$ cat src/rtl/conv5x5_bnn_if.sv
// Stream interface for the 5x5 binary-weight convolution block.
// master: drives column beats (in_valid, state, taps, weight), receives results.
// slave : receives column beats, drives out_valid, out_data and frame_done.
interface conv5x5_bnn_if #(
  parameter int unsigned DW    = 32,
  parameter int unsigned ACC_W = 37
);
  logic                    in_valid;
  logic                    state;
  logic [5*DW-1:0]         taps;
  logic [24:0]             weight;
  logic                    out_valid;
  logic signed [ACC_W-1:0] out_data;
  logic                    frame_done;

  modport master (
    output in_valid, state, taps, weight,
    input  out_valid, out_data, frame_done
  );

  modport slave (
    input  in_valid, state, taps, weight,
    output out_valid, out_data, frame_done
  );
endinterface

$ cat src/rtl/conv5x5_bnn.sv
// 5x5 convolution with a binary (+1/-1) kernel over a column-serial image.
// Each accepted beat delivers one 5-pixel column; results appear three cycles
// after the beat that completes a valid 5x5 window.
// Ports:
//   clk  - sole clock, rising edge
//   rst  - synchronous active-high reset
//   bus  - slave side of conv5x5_bnn_if (column beats in, results out)
module conv5x5_bnn #(
  parameter int unsigned DW    = 32,
  parameter int unsigned ACC_W = 37
) (
  input  logic          clk,
  input  logic          rst,
  conv5x5_bnn_if.slave  bus
);

  localparam int unsigned PSUM_W = DW + 3;
  localparam int unsigned CNT_W  = 5;
  localparam logic [CNT_W-1:0] LAST_28 = CNT_W'(27);
  localparam logic [CNT_W-1:0] LAST_12 = CNT_W'(11);
  localparam logic [CNT_W-1:0] FIRST_OUT = CNT_W'(4);

  logic [CNT_W-1:0]         row;
  logic [CNT_W-1:0]         col;
  logic                     state_q;
  logic [24:0]              weight_q;

  logic signed [DW-1:0]     win [5][5];
  logic                     v0;
  logic                     last0;

  logic signed [PSUM_W-1:0] psum_c [5];
  logic signed [PSUM_W-1:0] psum   [5];
  logic                     v1;
  logic                     last1;

  logic signed [ACC_W-1:0]  total_c;

  logic                     at_origin_c;
  logic                     state_eff_c;
  logic [CNT_W-1:0]         n_last_c;
  logic                     col_end_c;
  logic                     row_end_c;
  logic                     emit_c;

  // Raster position decode; the (0,0) beat uses the incoming state directly
  // because that is the beat that latches it.
  always_comb begin
    at_origin_c = (row == '0) && (col == '0);
    state_eff_c = at_origin_c ? bus.state : state_q;
    n_last_c    = state_eff_c ? LAST_12 : LAST_28;
    col_end_c   = (col == n_last_c);
    row_end_c   = (row == n_last_c);
    emit_c      = (row >= FIRST_OUT) && (col >= FIRST_OUT);
  end

  // Raster counters and per-frame latched configuration
  always_ff @(posedge clk) begin
    if (rst) begin
      row      <= '0;
      col      <= '0;
      state_q  <= 1'b0;
      weight_q <= '0;
    end else if (bus.in_valid) begin
      if (at_origin_c) begin
        state_q  <= bus.state;
        weight_q <= bus.weight;
      end
      if (col_end_c) begin
        col <= '0;
        row <= row_end_c ? '0 : row + CNT_W'(1);
      end else begin
        col <= col + CNT_W'(1);
      end
    end
  end

  // Stage 0: window shift (newest column enters at c=4) and valid tag
  always_ff @(posedge clk) begin
    if (rst) begin
      for (int r = 0; r < 5; r++) begin
        for (int c = 0; c < 5; c++) begin
          win[r][c] <= '0;
        end
      end
      v0    <= 1'b0;
      last0 <= 1'b0;
    end else begin
      v0    <= bus.in_valid && emit_c;
      last0 <= bus.in_valid && emit_c && row_end_c && col_end_c;
      if (bus.in_valid) begin
        for (int r = 0; r < 5; r++) begin
          for (int c = 0; c < 4; c++) begin
            win[r][c] <= win[r][c+1];
          end
          win[r][4] <= bus.taps[(4-r)*DW +: DW];
        end
      end
    end
  end

  // Row partial sums: weight bit set adds the pixel, clear subtracts it
  always_comb begin
    for (int r = 0; r < 5; r++) begin
      psum_c[r] = '0;
      for (int c = 0; c < 5; c++) begin
        if (weight_q[r*5+c]) begin
          psum_c[r] = psum_c[r] + PSUM_W'(win[r][c]);
        end else begin
          psum_c[r] = psum_c[r] - PSUM_W'(win[r][c]);
        end
      end
    end
  end

  // Stage 1: register row partial sums
  always_ff @(posedge clk) begin
    if (rst) begin
      for (int r = 0; r < 5; r++) begin
        psum[r] <= '0;
      end
      v1    <= 1'b0;
      last1 <= 1'b0;
    end else begin
      for (int r = 0; r < 5; r++) begin
        psum[r] <= psum_c[r];
      end
      v1    <= v0;
      last1 <= v0 && last0;
    end
  end

  // Final accumulation of the five row sums
  always_comb begin
    total_c = '0;
    for (int r = 0; r < 5; r++) begin
      total_c = total_c + ACC_W'(psum[r]);
    end
  end

  // Stage 2: output register; data holds while no result is present
  always_ff @(posedge clk) begin
    if (rst) begin
      bus.out_valid  <= 1'b0;
      bus.out_data   <= '0;
      bus.frame_done <= 1'b0;
    end else begin
      bus.out_valid  <= v1;
      bus.frame_done <= v1 && last1;
      if (v1) begin
        bus.out_data <= total_c;
      end
    end
  end

endmodule

$ cat src/flat_wrapper.sv
// flat-port wrapper written by rule: the top's interface ports become plain ports
module conv5x5_bnn_flat 
#(
  parameter int unsigned DW    = 32,
  parameter int unsigned ACC_W = 37
)
  (clk, rst, bus_in_valid, bus_state, bus_taps, bus_weight, bus_out_valid, bus_out_data, bus_frame_done);
  conv5x5_bnn_if #(.DW(DW), .ACC_W(ACC_W)) bus_i ();
  input  logic clk;
  input  logic rst;
  input wire logic [$bits(bus_i.in_valid)-1:0] bus_in_valid;
  input wire logic [$bits(bus_i.state)-1:0] bus_state;
  input wire logic [$bits(bus_i.taps)-1:0] bus_taps;
  input wire logic [$bits(bus_i.weight)-1:0] bus_weight;
  output wire logic [$bits(bus_i.out_valid)-1:0] bus_out_valid;
  output wire logic [$bits(bus_i.out_data)-1:0] bus_out_data;
  output wire logic [$bits(bus_i.frame_done)-1:0] bus_frame_done;
  assign bus_i.in_valid = bus_in_valid;
  assign bus_i.state = bus_state;
  assign bus_i.taps = bus_taps;
  assign bus_i.weight = bus_weight;
  assign bus_out_valid = bus_i.out_valid;
  assign bus_out_data = bus_i.out_data;
  assign bus_frame_done = bus_i.frame_done;
  conv5x5_bnn #(.DW(DW), .ACC_W(ACC_W)) u_core (.clk(clk), .rst(rst), .bus(bus_i));
endmodule
$ cat config.mk
export PLATFORM = sky130hd
export DESIGN_NAME = conv5x5_bnn_flat
export DESIGN_NICKNAME = d
export VERILOG_FILES = /design/src/rtl/conv5x5_bnn_if.sv /design/src/rtl/conv5x5_bnn.sv /design/src/flat_wrapper.sv
export SDC_FILE = /design/constraint.sdc
export NUM_CORES = 2
export LEC_CHECK = 0
export ABC_AREA = 0
export BUFFER_PORTS_ARGS = -buffer_cell sky130_fd_sc_hd__buf_2
export CAP_MARGIN = 20
export CORE_MARGIN = 2
export CORE_UTILIZATION = 65
export CTS_CLUSTER_SIZE = 8
export DETAILED_ROUTE_END_ITERATION = 10
export PLACE_DENSITY = 0.82
export SKIP_CTS_REPAIR_TIMING = 1
export SLEW_MARGIN = 20
export SYNTH_ARGS = -nofsm -noshare
export SYNTH_HDL_FRONTEND = slang
export SYNTH_SLANG_ARGS = --single-unit
$ cat constraint.sdc
create_clock -name clk -period 13.6 [get_ports clk]
set_input_delay 2.04 -clock clk [delete_from_list [all_inputs] [get_ports clk]]
set_output_delay 2.04 -clock clk [all_outputs]
set_load 0.01 [all_outputs]
Word level (Yosys, flattened, before mapping):

Memories as Yosys holds them, arrays and structs flattened.
Index checks and enable logic that the tools add are counted.

* word-level logic and storage cells: 174
* memories: 2
* memory bits (writable): 975
* register bits: 79

* magnitude comparators: 2
* $add $sub $neg: 51
* equal/unequal tests: 2
* multiplexer cells: 65
* bitwise gates (word level): 30
* reductions and logical operators: 11

Memory list
* u_core.win: depth 5, bits a word 160, rd ports 5, clocked after Yosys merged registers in 0, wr ports 5, RTL line conv5x5_bnn.sv:28 `logic signed [DW-1:0] win [5][5];`
* u_core.psum: depth 5, bits a word 35, rd ports 5, clocked after Yosys merged registers in 0, wr ports 5, RTL line conv5x5_bnn.sv:33 `logic signed [PSUM_W-1:0] psum [5];`

Operators by type and width (number)
* $mux W35: 30
* $mux W32: 25
* $add A35 B32 Y35: 20
* $sub A35 B32 Y35: 20
* $sub A1 B32 Y33 const A: 5
* $add A37 B35 Y37: 2
* $add A36 B35 Y37: 1
* $add A35 B35 Y36: 1
* $or A1 B1 Y1: 30
* $mux W5: 3
* $add A5 B1 Y5 const B: 2
* $eq A5 B5 Y1: 2
* $ge A5 B3 Y1 const B: 2
* $logic_not A5 Y1: 2
* $logic_and A1 B1 Y1: 7
* $mux W1: 7
* $reduce_and A2 Y1: 2

Logic depth before layout (Yosys ltp):

An unclocked memory read counts as a cell.

* word-level depth: 12
* mapped depth: 49

Worst setup path before layout:

No wires, ideal clock.

* path type: input -> register
* from: input bus_in_valid
* to: memory u_core.win[0][0] (netlist name), enable pin
* stages: 2
* arrival: 11829 ps
* slack: 929 ps
* path through: clkbuf_1 or2_2

RTL lines
* from (decl): RTL line flat_wrapper.sv:11 `input wire logic [$bits(bus_i.in_valid)-1:0] bus_in_valid;`
* to (decl): RTL line conv5x5_bnn.sv:28

==> out/results.ini <==
[timing]
rsz0062_at_grt=false
fin_setup_tns_ns=0
finClkSkew_ns=0.02942
timing.final.setup_violations=0
max-slew-margin-rel_pct=28.00
worst_pin_slew_ns=1.080
least_setup_slack_across_all_paths_after_layout_ns=3.766
timing.final.hold_violations=0
maxSlewViolCount=0
maximum_clock_rate_mhz=101.7
timing.final.crit_share_pct=72.31
timing.final.crit_period_ns=9.834

[setup_path]
critical_path_peak_fanout=7
worst-endpoint-arrival_ns=10.53
crit_path_top_delay_cell=nor4_1
required_time_reported_for_the_critical_path_endpoint_ns=14.29
slowest_stage_delay_cp_ns=0.65
timing.setup.critical_path_class=flop to flop
worst_setup_path_start_kind=flop
end_kind=flop

[layout]
fin_nets=10943
finish.cell_count_without_fillers=11754
final.fill_count=10107
final_layout_size_suffix_gt1_share_pct=5.579
area_growth_syn_to_layout_pct=8.312

[global_routing]
grt_use_met3_pct=6.678
globalRoute.busiestLayer=met2
grt.met1_usage_pct=45.51
first_pass_grt_wire_length_um=368600
globalRouteMet2Util_pct=53.02
largest_net_degree_at_the_start_of_global_routing=265
antenna_found_initial=5
grt_remaining_overflow=0
first_global_vias=69083
global_route_usage_over_all_layers_pct=33.57

[logic_synthesis]
synth_fp_nets=10764
post_synth_inst_count=9703
post-synth-top-count-cell=nor2_1
netlist_top_cells_count=nor2_1, a21oi_1, xor2_1
synth_edf_count=800
synth_top_area_share_pct=27.36
ys_seq_elements=1054
sequential_element_share_of_the_synthesized_area_pct=33.16
synth.distinct_cells=102
most_area_consuming_cells_after_synthesis=edfxtp_1, ha_1, xor2_1
syn_area_per_cell_sq_um=9.048
synth_ff_type=edfxtp_1
yosys_warnings=0
synthArstFlopShare_pct=0
synth_top_cell_by_area=edfxtp_1
synth.cell_area_sq_um=87790

[detailed_routing]
avgRoutedWirePerCell_um=20.07
postRouteAntennaNets=0
vias_per_cell=6.179
drt-pass1-iter-count=6
wl_um=235900
drtIter0Drc=6726
via_count=72625
detailed_route_drc_error_count=0

[floorplan]
initial_utilization_pct=65.62
top_level_ports=228
fp.coreArea_sq_um=133800
floorplan.die_area_sq_um=138000
die-width_um=371.5
rows=134
die_height_um=371.5

[clock_tree]
cts_made_buffers=152
path_clk_slew_ns=0.05
cts-root-buf=clkbuf_16
worstSkewPairLatency_ns=0.80
h-tree-depth=4
cts.sinks=1054
tritoncts_clock_tree=yes
cts-root-to-sink-buffers=3

[placement]
gp_routability_congestion=0.9894
pre_cts_ws_ns=3.913
placedCellCount=11495
place.detailed.hpwl_um=180200
placement.io_buffers=227

[status]
status=finished clean

[run]
drv_cap=0

[worst_hold_path]
hold_class=flop to flop

==> per-stage QoR <==
stage                     hold WS (ns)  area, sq um  util, %
after floorplan                 0.4057        87790        -
after global routing            0.4909        95080    71.07
after CTS                       0.4691        95040    71.04
after detailed placement        0.4618        90630    67.74
final                           0.4641        95090    71.07
after global placement          0.4433        90630    67.74
==> area by class of cell <==
| type | instances | area, sq um | area share, % |
|---|---|---|---|
| antenna | 2 | 5.005 | 0.005263 |
| clock buffer | 241 | 4210 | 4.428 |
| clock inverter | 15 | 206.4 | 0.2171 |
| inverter | 351 | 1318 | 1.386 |
| multi-input combinational | 8053 | 56470 | 59.39 |
| sequential | 1054 | 29110 | 30.61 |
| tap | 1768 | 2212 | 2.326 |
| timing repair buffer | 270 | 1555 | 1.636 |
==> cells by family (layout without fill, tap and decap cells) <==
logic type,Yosys count,count (layout),synth area share [%]
AO/OA/AOI/OAI,2263,2263,15.89
XOR/XNOR,1404,1404,14.13
adder cells (fa/ha/maj),872,872,13.50
buffers and inverters,596,877,2.552
AND/OR/NAND/NOR,3440,3440,19.86
multiplexers,74,74,0.9007
other,0,2,0
flip-flops,1054,1054,33.16
==> registers in the layout, summed over array words and instances (netlist names) <==
| register | cells |
|---|---|
| u_core.weight_q | 25 |
| u_core.state_q | 1 |
| u_core.bus.out_data | 37 |
| u_core.v0 | 1 |
| u_core.v1 | 1 |
| u_core.bus.frame_done | 1 |
| u_core.col | 5 |
| u_core.last1 | 1 |
| u_core.bus.out_valid | 1 |
| u_core.psum | 175 |
| u_core.row | 5 |
| u_core.win | 800 |
| u_core.last0 | 1 |
==> worst paths after layout <==
kind | start | end | slack (ns) | depth (start not counted)
worst min register to register | u_core.weight_q[24] | u_core.weight_q[24] | 0.46 | 2
worst min-delay path | u_core.weight_q[24] | u_core.weight_q[24] | 0.46 | 2
worst max-delay path | u_core.win[0][260] | u_core.psum[0][69] | 3.77 | 41
worst max register to register | u_core.win[0][260] | u_core.psum[0][69] | 3.77 | 41
==> worst max-delay path: cells and delay by family (launching register included) <==
family                     cells  cell delay, ns
DFF                            1            0.45
xor gates and xnor gates       5            0.80
and+or+nand+nor               15            3.36
AOI/OAI and AO/OA             17            3.76
adders and majority gates      4            1.39
==> cells in the final DEF (no fill, tap or decap), types with 18 or more instances in the layout <==
cell type / count
or4_1: 38
o21ai_1: 29
nor4_1: 130
and2_1: 727
buf_4: 36
or2_2: 24
xnor2_1: 584
clkbuf_16: 154
mux2i_1: 34
inv_1: 351
nand4_1: 48
o21a_1: 83
or3_1: 51
buf_2: 226
ha_1: 746
nor3b_1: 35
fa_1: 126
nor2b_1: 95
o21ai_0: 291
a21oi_1: 979
edfxtp_1: 800
nor2_1: 1176
o31a_1: 18
a21o_1: 318
nand2_1: 426
o211ai_1: 27
mux2_2: 40
o31ai_1: 25
nand2b_1: 144
clkbuf_1: 84
a211oi_1: 65
dfxtp_1: 251
nor3_1: 286
o21bai_1: 95
xor2_1: 812
and3_1: 69
a31oi_1: 122
nand3_1: 98
==> per-layer routing <==
layer | vias up | part of all wire (%)
li1 | 34899 | -
met1 | 34283 | 43
met2 | 2993 | 45
met3 | 448 | 8.7
met4 | 2 | 4.0
met5 | - | 0.0055
Power is not shown: default switching activity piles up to over one toggle a cycle in this logic, so the estimate is an artifact.
